==> src/rtl/servo_pwm_capture.sv <==
// servo_pwm_capture: measures servo PWM high time and period, validates them and decodes open/closed.
// Define SERVO_PWM_CAPTURE_FILTER_EN to insert a FILTER_LEN-sample glitch filter after the synchronizer.
module servo_pwm_capture #(
    parameter int CNT_W       = 20,
    parameter int PULSE_MIN   = 25_000,
    parameter int PULSE_MAX   = 50_000,
    parameter int PERIOD_MIN  = 450_000,
    parameter int PERIOD_MAX  = 550_000,
    parameter int OPEN_THRESH = 37_500,
    parameter int FILTER_LEN  = 4
) (
    input  logic             clk,
    input  logic             rst,
    input  logic             pwm_in,
    output logic [CNT_W-1:0] width,
    output logic [CNT_W-1:0] period,
    output logic             valid,
    output logic             err,
    output logic             open_pos,
    output logic             signal_lost
);
    localparam logic [1:0] IDLE = 2'd0, HIGH = 2'd1, LOW = 2'd2;
    localparam logic [CNT_W-1:0] C_PU_MIN  = CNT_W'(PULSE_MIN);
    localparam logic [CNT_W-1:0] C_PU_MAX  = CNT_W'(PULSE_MAX);
    localparam logic [CNT_W-1:0] C_PER_MIN = CNT_W'(PERIOD_MIN);
    localparam logic [CNT_W-1:0] C_PER_MAX = CNT_W'(PERIOD_MAX);
    localparam logic [CNT_W-1:0] C_OPEN    = CNT_W'(OPEN_THRESH);
    localparam logic [CNT_W-1:0] C_ONE     = CNT_W'(1);
    logic [1:0]       r_sync;
    logic             r_s_d;
    logic             w_s;
    logic [1:0]       r_state;
    logic [CNT_W-1:0] r_hi, r_per, r_hi_lat;
    logic [CNT_W-1:0] r_width, r_period;
    logic             r_valid, r_err, r_open, r_lost;
    logic             w_rise, w_fall, w_to, w_ok;
    logic [CNT_W-1:0] w_hi_inc, w_per_inc;
    always_ff @(posedge clk) begin
        if (rst) r_sync <= 2'b00;
        else     r_sync <= {r_sync[0], pwm_in};
    end
`ifdef SERVO_PWM_CAPTURE_FILTER_EN
    // The level only flips once the newest FILTER_LEN samples all agree.
    logic [FILTER_LEN-2:0] r_flt;
    logic [FILTER_LEN-1:0] w_win;
    logic                  r_s;
    assign w_win = {r_flt, r_sync[1]};
    always_ff @(posedge clk) begin
        if (rst) begin
            r_flt <= '0;
            r_s   <= 1'b0;
        end else begin
            r_flt <= w_win[FILTER_LEN-2:0];
            if (&w_win)       r_s <= 1'b1;
            else if (~|w_win) r_s <= 1'b0;
        end
    end
    assign w_s = r_s;
`else
    assign w_s = r_sync[1];
`endif
    assign w_rise    = w_s & ~r_s_d;
    assign w_fall    = ~w_s & r_s_d;
    assign w_hi_inc  = (r_hi  >= C_PER_MAX) ? r_hi  : r_hi  + C_ONE;
    assign w_per_inc = (r_per >= C_PER_MAX) ? r_per : r_per + C_ONE;
    // A rise arriving on the timeout cycle still closes the frame normally.
    assign w_to = (r_state != IDLE) && (r_per >= C_PER_MAX) && !w_rise;
    assign w_ok = (r_hi_lat >= C_PU_MIN) && (r_hi_lat <= C_PU_MAX) &&
                  (r_per >= C_PER_MIN) && (r_per <= C_PER_MAX);
    always_ff @(posedge clk) begin
        if (rst) begin
            r_s_d    <= 1'b0;
            r_state  <= IDLE;
            r_hi     <= '0;
            r_per    <= '0;
            r_hi_lat <= '0;
            r_width  <= '0;
            r_period <= '0;
            r_open   <= 1'b0;
            r_valid  <= 1'b0;
            r_err    <= 1'b0;
            r_lost   <= 1'b1;
        end else begin
            r_s_d   <= w_s;
            r_valid <= 1'b0;
            r_err   <= 1'b0;
            if (w_to) begin
                r_state <= IDLE;
                r_hi    <= '0;
                r_per   <= '0;
                r_lost  <= 1'b1;
                r_err   <= 1'b1;
            end else begin
                case (r_state)
                    IDLE: begin
                        r_hi  <= w_rise ? C_ONE : '0;
                        r_per <= w_rise ? C_ONE : '0;
                        if (w_rise) r_state <= HIGH;
                    end
                    HIGH: begin
                        r_hi  <= w_hi_inc;
                        r_per <= w_per_inc;
                        if (w_fall) begin
                            r_state  <= LOW;
                            r_hi_lat <= r_hi;
                        end
                    end
                    LOW: begin
                        r_per <= w_per_inc;
                        if (w_rise) begin
                            r_state <= HIGH;
                            r_hi    <= C_ONE;
                            r_per   <= C_ONE;
                            if (w_ok) begin
                                r_width  <= r_hi_lat;
                                r_period <= r_per;
                                r_open   <= r_hi_lat >= C_OPEN;
                                r_valid  <= 1'b1;
                                r_lost   <= 1'b0;
                            end else begin
                                r_err <= 1'b1;
                            end
                        end
                    end
                    default: r_state <= IDLE;
                endcase
            end
        end
    end
    assign width       = r_width;
    assign period      = r_period;
    assign valid       = r_valid;
    assign err         = r_err;
    assign open_pos    = r_open;
    assign signal_lost = r_lost;
endmodule
==> config.mk <==
export PLATFORM = sky130hd
export DESIGN_NAME = servo_pwm_capture
export DESIGN_NICKNAME = d
export VERILOG_FILES = /design/src/rtl/servo_pwm_capture.sv
export SDC_FILE = /design/constraint.sdc
export NUM_CORES = 1
export LEC_CHECK = 0
export CAP_MARGIN = 25
export CORE_ASPECT_RATIO = 1.5
export CORE_MARGIN = 2
export CORE_UTILIZATION = 50
export DETAILED_ROUTE_END_ITERATION = 8
export PLACE_DENSITY_LB_ADDON = 0.08
export RECOVER_POWER = 50
export SKIP_LAST_GASP = 1
export SYNTH_ARGS = -nofsm -noshare
export SYNTH_HDL_FRONTEND = slang
export SYNTH_SLANG_ARGS = --single-unit
==> constraint.sdc <==
create_clock -name clk -period 7.5 [get_ports clk]
set_clock_uncertainty 0.1 [all_clocks]
set_input_delay 1.5 -clock clk [delete_from_list [all_inputs] [get_ports clk]]
set_output_delay 1.5 -clock clk [all_outputs]
set_load 0.01 [all_outputs]
==> out/summary.txt, run 1 <==
CP Data Arrival Time - 4840 ps
Total grt overflow - 0
Failing checks - max-capacitance violations, max-slew violations
Clk slew on worst S/H paths - 80 ps
Cells after Synth - 609
Sw frac - 0.220
Lkg Pwr - 0.00203 uW
Setup TNS - 0 ps
CP max FO - 106
Core ar. - 10,600 um^2
CTS root buf - clkbuf_16
First DRT Iteration DRCs - 241
CTS resizes - 0
CP startpoint kind - primary input
Postcts setup bufs - 0
RSZ-0062 raised after global routing - false
Fin cells - 782
Most frequent cells in the layout - dfxtp_1 (109), nand2b_1 (98), mux2i_1 (57), dlygate4sd3_1 (44), a21oi_1 (36)
Peak VDD IR - 0.116 mV
Setup violators final - 0
Sw Pwr - 242 uW
Part of the power in registers - 0.528
Area Overhead vs Synth - 14.5%
Power Total - 1100 uW
Placed insts - 766
Clk network pwr share - 0.445
Number of synthesized register bits - 109
CP Data Required Time - 7630 ps
Most common cell after layout, fill and taps aside - dfxtp_1
Max-cap viol count - 1
Max Buffers Root-to-Sink - 2
H-tree depth - 3
Pre-antenna DRT Iters - 7
Post-synth EDFFs - 0
Ys async rst share - 0
HPWL Detailed - 9620 um
Worst-margin pin slew - 3210 ps
Syn_nets - 620
Overall Global Routing Usage - 0.244
Vias in the first global route - 4,535
Power per cell area - 175 nW/um^2
Crit path capture type - flop
Port bufs - 46
FF-to-FF Start - r_state[1]$_SDFFE_PP0P_
Die area - 11,900 um^2
Ratio of cells with drive above 1 in the final layout - 0.0549
Num ports - 47
HP Start - signal_lost$_SDFFE_PP1P_
Min cycle time layout - 4710 ps
Hold Crit Class - reg2reg
CTS tree - done
Rows - 46
Hold_buf cts - 0
Fin nets - 644
Pins over their slew limit - 107
TritonCTS Buffers - 9
Top_reg_cell synth - dfxtp_1
First-pass GRT wire length - 22,700 um
Kind of critical path - in2reg
Cell Int Power - 858 uW
Max Clk Rate - 0.212 GHz
Post-synth cell types - 53
Antenna violations before repair - 0
Clock insertion delay at the later pin of the skew report - 350 ps
Ys Warns - 0
DP Worst Slack - 4150 ps
Post-Syn Area per Cell - 9.02 um^2
Die Wd - 89.6 um
Tcrit/Tclk final - 0.628
Clock Sinks - 109
Largest net degree at the start of global routing - 107
Antenna cell count - 0
Critical path origin - rst
Post-route antenna net violation count - 0
DRT Wirelength - 13,700 um
Worst setup slack after layout - 2790 ps
Routed vias - 4,648
Vias/cell - 5.94
Initial Utilization - 0.516
Final GP Congestion - 0.888
Status - finished with violations
WL per Instance - 17.5 um
Die height - 132 um
DRC Markers - 0
Mapped Area - 5490 um^2
Rel. slew slack - -1.14
Final Hold Fails - 0
Comb pwr share - 0.027
Post-synthesis sequential area ratio - 0.397
-- Yosys cell counts (all sizes together), types with 7 or more instances --
library cell	number	share of area
or3	12	0.014
a211oi	7	0.0096
and3	9	0.010
dfxtp	109	0.40
mux2i	57	0.10
nand2b	98	0.11
a21oi	36	0.033
nor3	10	0.0091
nand2	24	0.016
a31oi	11	0.013
o31ai	9	0.012
buf	9	0.012
nor2	12	0.0082
inv	20	0.014
or4	33	0.046
nand4	11	0.013
o211ai	7	0.0096
nand3	18	0.016
o21ai	20	0.018
ha	8	0.018
clkbuf	28	0.019
-- layout make-up --
cell class                      count  area [um^2]
Fill cell                         982         4360
Clock inverter                      7         80.1
Clock buffer                        9          225
Tap cell                          144          180
Inverter                           20         75.1
Timing Repair Buffer               50          482
Multi-Input combinational cell    443         3060
Sequential cell                   109         2180
-- flip-flops by register name, summed over array words and instances (netlist names) --
| signal | cells |
|---|---|
| width | 20 |
| period | 20 |
| r_sync | 2 |
| r_state | 2 |
| valid | 1 |
| open_pos | 1 |
| r_per | 20 |
| r_hi | 20 |
| signal_lost | 1 |
| r_s_d | 1 |
| r_hi_lat | 20 |
| err | 1 |
-- worst max-delay path: stages --
cell      delay [ps]
buf_2             70
clkbuf_1        2250
a221o_1          350
buf_4            390
or3_1            170
o31ai_1           60
-- power groups by stage --
stage / clock (uW) / sequential [uW] / combinational, uW
after floorplan: 0 / 594 / 22.9
after global placement: 0 / 595 / 28.2
after global routing: 524 / 581 / 33.2
after CTS: 501 / 581 / 28.7
final: 489 / 581 / 29.9
after detailed placement: 0 / 595 / 28.6
-- through the flow --
stage          utilization  hold WS [ps]  instance area (um^2)
5_1_grt              0.591           366                  6290
3_3_place_gp         0.562           335                  5990
6_report             0.591           351                  6290
3_5_place_dp         0.562           331                  5990
2_1_floorplan            -           314                  5490
4_1_cts              0.591           355                  6290
-- logic make-up after synthesis --
| group | count (synthesis) | share of synthesized area |
|---|---|---|
| compound gates | 124 | 0.153 |
| buf+inv | 57 | 0.0451 |
| simple gates | 253 | 0.281 |
| xor+xnor | 1 | 0.00159 |
| fa+ha+maj | 8 | 0.0182 |
| flops | 109 | 0.397 |
| mux | 57 | 0.104 |
-- final timing paths --
check                           cells past startpoint  slack, ps                  endpoint
worst min-delay path                                1        350  signal_lost$_SDFFE_PP1P_
worst min register to register                      1        350  signal_lost$_SDFFE_PP1P_
worst max register to register                      7       4150      r_hi[4]$_SDFFE_PP0P_
worst max-delay path                                6       2790     r_per[0]$_SDFFE_PP0P_
-- routing by layer --
layer / vias to the layer above / track usage / share of wire
met4: 0 / 0.107 / 0.033
met3: 29 / 0.0426 / 0.031
met1: 2243 / 0.286 / 0.39
met5: - / 0 / 0
li1: 2279 / - / -
met2: 97 / 0.420 / 0.54
(Power assumes the default switching activity.)
==> run 2, diff against run 1 <==
Clock period 7.5 ns to 4.3 ns, I/O delays scaled along.
==> run 2 against run 1 <==
The flow still finishes with violations (max-capacitance violations, max-slew violations). Sequential power grew 74%. First-iteration DRC count shrank 29%. Via count grew 0.97%. Largest cell class unchanged. Largest power group unchanged.
==> out/summary.txt, run 2 (synthesized netlist as in run 1, its figures left out) <==
First DRT Iteration DRCs - 170
Pins over their slew limit - 106
WL per Instance - 17.3 um
Die height - 132 um
Final GP Congestion - 0.946
Die area - 11,900 um^2
Critical path origin - r_per[16]$_SDFFE_PP0P_
Setup violators final - 0
Overall Global Routing Usage - 0.232
FF-to-FF Start - r_per[16]$_SDFFE_PP0P_
Failing checks - max-capacitance violations, max-slew violations
Most common cell after layout, fill and taps aside - dfxtp_1
Cell Int Power - 1450 uW
Antenna cell count - 0
Die Wd - 89.6 um
Rows - 46
Min cycle time layout - 3550 ps
Ratio of cells with drive above 1 in the final layout - 0.0469
Clk network pwr share - 0.431
Postcts setup bufs - 0
CTS resizes - 0
RSZ-0062 raised after global routing - false
Post-route antenna net violation count - 0
CTS tree - done
Part of the power in registers - 0.542
Peak VDD IR - 0.206 mV
Sw Pwr - 422 uW
Hold_buf cts - 0
Clock Sinks - 109
Num ports - 47
Antenna violations before repair - 0
Reg-to-Reg End - r_hi_lat[4]$_SDFFE_PP0P_
Max-cap viol count - 1
Tcrit/Tclk final - 0.826
Power per cell area - 299 nW/um^2
Area Overhead vs Synth - 14.0%
Initial Utilization - 0.516
Worst R2R Setup Slack - 750 ps
Worst Reg-to-Reg Cells - 6
H-tree depth - 3
Routed vias - 4,693
Setup TNS - 0 ps
Lkg Pwr - 0.00201 uW
TritonCTS Buffers - 9
Final Hold Fails - 0
Total grt overflow - 0
Max Clk Rate - 0.282 GHz
CTS root buf - clkbuf_16
Crit path capture type - flop
First-pass GRT wire length - 21,900 um
HPWL Detailed - 9630 um
Largest net degree at the start of global routing - 106
CP Data Required Time - 4400 ps
CP startpoint kind - flop
Sw frac - 0.225
Layout fillers - 988
Max Buffers Root-to-Sink - 2
Kind of critical path - reg2reg
Fin nets - 645
Pre-antenna DRT Iters - 5
Core ar. - 10,600 um^2
Vias in the first global route - 4,413
Clk slew on worst S/H paths - 70 ps
Area after DPL - 6000 um^2
DRT Wirelength - 13,500 um
Hold Crit Class - reg2reg
Vias/cell - 5.99
DRC Markers - 0
Critical Path End - r_hi_lat[4]$_SDFFE_PP0P_
Status - finished with violations
Worst-margin pin slew - 1510 ps
CP Data Arrival Time - 3650 ps
Clock insertion delay at the later pin of the skew report - 350 ps
Most frequent cells in the layout - dfxtp_1 (109), nand2b_1 (98), mux2i_1 (57), dlygate4sd3_1 (44), a21oi_1 (36)
Finished Cell Area - 6260 um^2
Comb pwr share - 0.027
Port bufs - 46
Rel. slew slack - -0.00969
CP max FO - 16
run 2: cell types whose count changed in the layout (fill, tap and decap cells not counted), moves of 2 or more:
cell        delta
clkbuf_1       +3
buf_4          -2
clkinvlp_4     +2
inv_6          -2
run 2: stage by stage:
| stage | instances | power (uW) | hold WS (ps) | setup WS (ps) | util |
|---|---|---|---|---|---|
| after detailed placement | 766 | 1090 | 331 | 1050 | 0.563 |
| final | 783 | 1870 | 349 | 748 | 0.588 |
| after global placement | 766 | 1090 | 325 | 1280 | 0.563 |
| after CTS | 782 | 1890 | 356 | 1050 | 0.590 |
| after floorplan | 609 | 1080 | 314 | 1850 | - |
| after global routing | 783 | 1930 | 382 | 503 | 0.588 |
run 2: per-layer routing:
metal | global-route usage | vias up | part of all wire
li1 | - | 2293 | -
met1 | 0.268 | 2232 | 0.40
met2 | 0.413 | 132 | 0.54
met3 | 0.0257 | 36 | 0.031
met4 | 0.104 | 0 | 0.031
met5 | 0 | - | 0
run 2: worst min path at each step:
stage               cells after the start                       end  slack (ps)                     start
floorplan                               1      r_sync[1]$_SDFF_PP0_         310      r_sync[0]$_SDFF_PP0_
global placement                        1      r_sync[1]$_SDFF_PP0_         330      r_sync[0]$_SDFF_PP0_
detailed placement                      1      r_sync[1]$_SDFF_PP0_         330      r_sync[0]$_SDFF_PP0_
CTS                                     1      r_sync[1]$_SDFF_PP0_         360      r_sync[0]$_SDFF_PP0_
global route                            1      r_sync[1]$_SDFF_PP0_         380      r_sync[0]$_SDFF_PP0_
finish                                  1  signal_lost$_SDFFE_PP1P_         350  signal_lost$_SDFFE_PP1P_
run 2: cell type report:
cell class | instances | area [um^2] | share of cell area
sequential | 109 | 2180 | 0.348
timing repair buffer | 51 | 494 | 0.0789
clock inverter | 5 | 42.5 | 0.00679
multi-input combinational | 443 | 3050 | 0.486
clock buffer | 11 | 243 | 0.0388
tap | 144 | 180 | 0.0288
inverter | 20 | 75.1 | 0.0120
run 2: worst max-delay path, cell delays in order, from the launching register on:
cell and delay [ps]:
dfxtp_1 390, or4_1 650, a2111oi_0 850, nor2_1 260, o211a_1 380, clkbuf_1 510
mux2i_1 250
run 2: power by group through the flow:
stage | Clock, uW | Combinational (uW) | Sequential (uW)
detailed placement | 0 | 50.8 | 1040
CTS | 825 | 50.8 | 1010
global placement | 0 | 50.1 | 1040
finish | 807 | 50.5 | 1010
floorplan | 0 | 40.0 | 1040
global route | 858 | 55.2 | 1010
==> run 3, diff against run 2 <==
Clock period 4.3 ns to 3.12 ns, I/O delays scaled along.
==> run 3 against run 2 <==
Worst hold slack worse by 14 ps. The run now ends clean. Count of clock-buffer cells in the layout stayed put. Die area is the same. Setup slack got worse by 480 ps.
==> out/summary.txt, run 3 (synthesized netlist as in run 1, its figures left out) <==
Area Overhead vs Synth - 16.3%
Most common cell after layout, fill and taps aside - dfxtp_1
Tcrit/Tclk final - 0.914
Routed vias - 4,736
Antenna cell count - 0
Setup violators final - 0
Post-route antenna net violation count - 0
Die Wd - 89.6 um
Postcts setup bufs - 0
Crit path buf inv count - 0
CP Data Required Time - 3300 ps
Status - finished, final reports clean
Num ports - 47
Power per cell area - 412 nW/um^2
Worst path cell trace - or4_1 > o21a_1 > or4_1 > or4_1 > a31oi_1
Crit path largest cell delay - 700 ps
Vias/cell - 5.95
Antenna violations before repair - 0
Most frequent cells in the layout - dfxtp_1 (109), nand2b_1 (98), mux2i_1 (57), dlygate4sd3_1 (44), a21oi_1 (36)
CTS resizes - 0
Lkg Pwr - 0.00210 uW
Final Hold Fails - 0
Largest net degree at the start of global routing - 92
Total grt overflow - 0
CP startpoint kind - flop
CP Data Arrival Time - 3030 ps
Die area - 11,900 um^2
CTS root buf - clkbuf_16
Crit path top cell by count - or4_1
Hold Crit Class - reg2reg
Overall Global Routing Usage - 0.247
Initial Utilization - 0.516
Rel. slew slack - 0.372
Area after DPL - 6120 um^2
Crit path capture type - flop
Pre-antenna DRT Iters - 6
Core ar. - 10,600 um^2
H-tree depth - 3
First DRT Iteration DRCs - 298
Hold_buf cts - 0
Finished Cell Area - 6390 um^2
DRC Markers - 0
CP max FO - 8
WL per Instance - 17.3 um
Vias in the first global route - 4,640
Die height - 132 um
Fin nets - 658
Hold_ws - 336 ps
Peak VDD IR - 0.293 mV
Fin cells - 796
Final GP Congestion - 0.939
Slowest stage cell, crit path - or4_1
Max Clk Rate - 0.351 GHz
CTS tree - done
CP top delay family - simple AND/OR/NAND/NOR gates
TritonCTS Buffers - 9
Ratio of cells with drive above 1 in the final layout - 0.0660
HPWL Detailed - 9880 um
Worst-margin pin slew - 932 ps
Clk slew on worst S/H paths - 80 ps
Rows - 46
Pins over their slew limit - 0
Min cycle time layout - 2850 ps
RSZ-0062 raised after global routing - false
Max Buffers Root-to-Sink - 2
Clock insertion delay at the later pin of the skew report - 360 ps
Setup TNS - 0 ps
Clock Sinks - 109
DRT Wirelength - 13,800 um
Port bufs - 46
Max-cap viol count - 0
Kind of critical path - reg2reg
Placed insts - 780
First-pass GRT wire length - 22,900 um
[run 3: cell count changes in the layout (fill, tap and decap cells not counted), sizes merged]
cell	change
buf	+13
clkinv	+1
clkinvlp	-3
inv	+2
[run 3: metal layers]
metal	GRT usage	vias to the layer above	wire length (um)
li1	-	2319	-
met1	0.273	2259	5390
met2	0.428	114	7410
met3	0.0501	44	434
met4	0.128	0	565
met5	0	-	0
[run 3: cell type report]
class | instances | area (um^2)
Multi-Input combinational cell | 443 | 3050
Tap cell | 144 | 180
Timing Repair Buffer | 64 | 603
Inverter | 20 | 75.1
Fill cell | 976 | 4260
Clock inverter | 5 | 48.8
Clock buffer | 11 | 253
Sequential cell | 109 | 2180
[run 3: report_power, final]
group / internal (uW) / total [uW] / switching, uW
logic: 33.1 / 71.9 / 38.9
clock network: 605 / 1160 / 557
registers: 1390 / 1400 / 4.00
[run 3: through the flow]
step	total power, uW	setup WS [ps]	utilization
2_1_floorplan	1480	673	-
3_3_place_gp	1500	450	0.575
3_5_place_dp	1500	367	0.575
4_1_cts	2650	346	0.603
5_1_grt	2720	139	0.600
6_report	2630	267	0.600
[run 3: path summary, 6_finish.rpt]
check | from | end | slack [ps] | cells past startpoint
max | r_per[16]$_SDFFE_PP0P_ | r_per[17]$_SDFFE_PP0P_ | 270 | 5
min | r_sync[0]$_SDFF_PP0_ | r_sync[1]$_SDFF_PP0_ | 340 | 1
max reg2reg | r_per[16]$_SDFFE_PP0P_ | r_per[17]$_SDFFE_PP0P_ | 270 | 5
min reg2reg | r_sync[0]$_SDFF_PP0_ | r_sync[1]$_SDFF_PP0_ | 340 | 1
[run 3: worst reg2reg max path: cells and delay by family, from the launching register on]
family	cells	cell delay (ps)
compound gates	2	510
flops	1	380
simple gates	3	1790
==> variant 1: new RTL, flow settings as in run 1 <==
Set the parameter `CNT_W` to 10 (it was 20).
--- a/src/rtl/servo_pwm_capture.sv
+++ b/src/rtl/servo_pwm_capture.sv
@@ -2,5 +2,5 @@
 // Define SERVO_PWM_CAPTURE_FILTER_EN to insert a FILTER_LEN-sample glitch filter after the synchronizer.
 module servo_pwm_capture #(
-    parameter int CNT_W       = 20,
+    parameter int CNT_W       = 10,
     parameter int PULSE_MIN   = 25_000,
     parameter int PULSE_MAX   = 50_000,
Ports: changed (resized period and width); port bits go from 47 to 27. The function was not compared with the original's and may differ.
==> variant 1 against run 1 <==
  * Wire length shrank 82%
  * Worst setup slack better by 1700 ps
  * Synthesized area fell by 75%
  * Sequential cell count is 70 lower
  * Power shrank 62%
  * Sequential share of layout area is 8.4 points higher
  * Design area is 71% lower
  * Register-to-register slack gained 1600 ps
  * Hold slack lost 14 ps
  * Critical endpoint is now r_per[6]
  * Largest cell class is now sequential cells
==> variant 1: results (changes against run 1) <==
# clk buffers 6 (-3); fraction of layout cells with a size suffix above 1 0.0778 (+0.0230); GRT Resource Usage Total 0.177 (-0.0668); gpl congestion 0.869 (-2.1%); total CTS buffers 5 (-4); input/output buffers 26 (-43%); Rel. slew slack 0.358 (+1.50); Seq cells 39 (-64%); H-tree depth 2 (-1); reg-to-reg endpoint r_per[6]; DR iter-0 viols 15 (-94%); placed cells 196 (-74%); P_int 345 uW (-60%); pin count of the biggest net entering global routing 29 (-73%); Area after DPL 1680 um^2 (-72%); pre-CTS setup slack 4230 ps (+82.3 ps); XOR/XNOR Fraction of Synth Area 0.0252 (+0.0236); Synth Area in Compound Gates 0.0585 (-0.0945); Adder-Cell Fraction of Synth Area 0.0540 (+0.0358); Non-clk invs 9 (-55%); DRT Wirelength 2.47 mm (-82%); fin nets 175 (-73%); Yosys cell types 30 (-43%); multi-input gates 85 (-81%); R2R Setup Slk 5710 ps (+1560 ps); number of global-route vias before repair 935 (-79%); status completed; Leak Pwr 0.694 nW (-66%); Commonest cells post-synth 39 x dfxtp_1, 25 x nor2b_1, 13 x nor2_1; Filler cells 215 (-78%); r2r worst-path depth 6 (-1); first-pass GRT wire length 4.04 mm (-82%); syn_area_per_cell 10.1 um^2 (+12%); worst vdd ir 0.184 mV (+59%); top post-synthesis cells by area dfxtp_1 56%, nor2b_1 11%, ha_1 5.4%; Hold Path Sink r_sync[1]; fraction of area in registers 0.431 (+0.0842); worst skew pair latency 280 ps (-70 ps); root cell of the clock tree clkbuf_8; vias per cell 4.80 (-19%); syn_nets 147 (-76%); Sw Pwr 74.1 uW (-69%); hold slack 337 ps (-13.5 ps)
==> variant 1: critical path, cell delays in order <==
cell	delay [ps]
dlygate4sd3_1	1170
nor2_1	130
o21ai_2	200
nor2_1	90
==> variant 1: worst max path at each step <==
stage	start	end	depth (start not counted)
floorplan	rst	period[5]	3
global placement	rst	r_per[1]	4
detailed placement	rst	r_per[6]	4
CTS	rst	r_per[6]	4
global route	rst	r_per[3]	4
finish	rst	r_per[6]	4
==> variant 1: cells by family (layout without fill, tap and decap cells) <==
family                     after synthesis  count (layout)
AOI/OAI and AO/OA                       14              14
DFF                                     39              39
and+or+nand+nor                         59              59
buffers and inverters                   14              43
xor gates and xnor gates                 4               4
muxes                                    1               1
adders and majority gates                6               6
other                                    1               1
==> variant 1: layer usage <==
metal,vias up,track usage,share of wire
met4,0,0.0868,0.0077
met5,-,0,0
met2,24,0.279,0.51
li1,500,-,-
met3,2,0.0781,0.055
met1,454,0.198,0.43
==> variant 2: new RTL, flow settings as in run 1 <==
Without the edit above. Add an input register stage for `pwm_in`, cleared by the reset; this delays it by one clock.
--- a/src/rtl/servo_pwm_capture.sv
+++ b/src/rtl/servo_pwm_capture.sv
@@ -27,4 +27,15 @@
     localparam logic [CNT_W-1:0] C_OPEN    = CNT_W'(OPEN_THRESH);
     localparam logic [CNT_W-1:0] C_ONE     = CNT_W'(1);
+
+    logic pwm_q;
+
+    always_ff @(posedge clk) begin
+        if (rst) begin
+            pwm_q <= '0;
+        end else begin
+            pwm_q <= pwm_in;
+        end
+    end
+
     logic [1:0]       r_sync;
     logic             r_s_d;
@@ -38,5 +49,5 @@
     always_ff @(posedge clk) begin
         if (rst) r_sync <= 2'b00;
-        else     r_sync <= {r_sync[0], pwm_in};
+        else     r_sync <= {r_sync[0], pwm_q};
     end
 `ifdef SERVO_PWM_CAPTURE_FILTER_EN
Formal check against the unedited RTL: not equivalent (Yosys sat finds a counterexample within 10 cycles, from zero or initial values and one cycle with rst high).
==> variant 2 against run 1 <==
  * The flow still finishes with violations (capacitance limit, slew limit)
  * Non-clock buffer count is 6 higher
  * Worst setup slack gained 35 ps
  * Core utilization decreased by 0.91 points
  * Global-route usage is 0.59 points higher
  * Synthesized area down 2.1%
  * Wire length is 2.2% higher
  * Sequential cell count up 1
  * Count of clock-buffer cells in the layout rose by 1
  * Register-to-register slack better by 200 ps
  * Design area is 2.6% lower
  * Power down 1.6%
  * Largest cell class unchanged
  * Highest routed layer unchanged
==> variant 2: results (changes against run 1) <==
status finished with violations; failing checks capacitance limit, slew limit; worst vdd ir 0.144 mV (+24%); Area after DPL 5810 um^2 (-2.9%); Worst path max stage delay 1940 ps (-310 ps); R2R Setup Slk 4350 ps (+200 ps); post-detail-place hpwl 9.57 mm (-0.57%); XOR/XNOR Fraction of Synth Area 0.00163 (+0.0000349); H-tree depth 3 (unchanged); Commonest cells post-synth 110 x dfxtp_1, 76 x a21oi_1, 48 x nor2_1; Sw Pwr 251 uW (+3.7%); hold slack 343 ps (-7.34 ps); Max Cap Viol 1 (unchanged); post-synthesis sequential area ratio 0.410 (+0.0124); top post-synthesis cells by area dfxtp_1 41%, a21oi_1 7.1%, o31ai_1 5.0%; worst reg2reg startpoint r_per[15]; cell area after layout 6120 um^2 (-2.6%); placed cells 777 (+1.4%); CP Max Fanout 68 (-36%); syn_area_per_cell 8.43 um^2 (-6.6%); CP arrival 4800 ps (-40 ps); pre-CTS setup slack 3970 ps (-175 ps); first-pass GRT wire length 23.0 mm (+1.4%); combinational power share 0.015 (-0.012); hold path startpoint pwm_q; switching share of total power 0.232 (+0.0118); Leak Pwr 2.18 nW (+7.3%); Hold Path Sink r_sync[0]; fraction of layout cells with a size suffix above 1 0.0646 (+0.00976); number of global-route vias before repair 4715 (+4.0%); post-CTS sizing 0 (unchanged); via count 4990 (+7.4%); Adder-Cell Fraction of Synth Area 0.0186 (+0.000399); Filler cells 994 (+1.2%); GRT Resource Usage Total 0.250 (+0.00594); DR iter-0 viols 226 (-6.2%); pin count of the biggest net entering global routing 69 (-36%); mux contribution to synthesized area 0.0391 (-0.0648); gpl congestion 0.885 (-0.24%); drt pass-1 iters 5 (-2); clk pwr 481 uW (-2%); Slew Viols, Final 69 (-36%); DR WL/cell 17.6 um (+0.65%); fin nets 656 (+1.9%); vias per cell 6.28 (+5.7%); reg-to-reg endpoint r_per[16]; Worst Tran Pin Value 2770 ps (-439 ps); Yosys cell types 59 (+11%); Synth Area in Compound Gates 0.239 (+0.0864)
==> variant 2: cell type report <==
| cell class | instances | share of cell area |
|---|---|---|
| clock buffer | 10 | 0.0390 |
| clock inverter | 6 | 0.0100 |
| multi-input combinational | 455 | 0.466 |
| inverter | 13 | 0.00797 |
| sequential | 110 | 0.360 |
| tap | 144 | 0.0294 |
| timing repair buffer | 56 | 0.0885 |
==> variant 2: per-layer routing <==
layer / up-vias / GRT usage / routed length (um)
met3: 33 / 0.0333 / 412
li1: 2402 / - / -
met2: 119 / 0.438 / 7400
met4: 0 / 0.136 / 596
met1: 2436 / 0.288 / 5580
met5: - / 0 / 0
==> variant 2: worst max path at each step <==
stage	from	end	slack, ps	depth (start not counted)
global route	rst	r_per[16]	2450	5
CTS	rst	r_per[5]	4330	5
detailed placement	rst	r_per[5]	3970	5
global placement	rst	r_hi[0]	4000	5
floorplan	rst	r_hi_lat[0]	5170	3
finish	rst	r_per[16]	2820	5
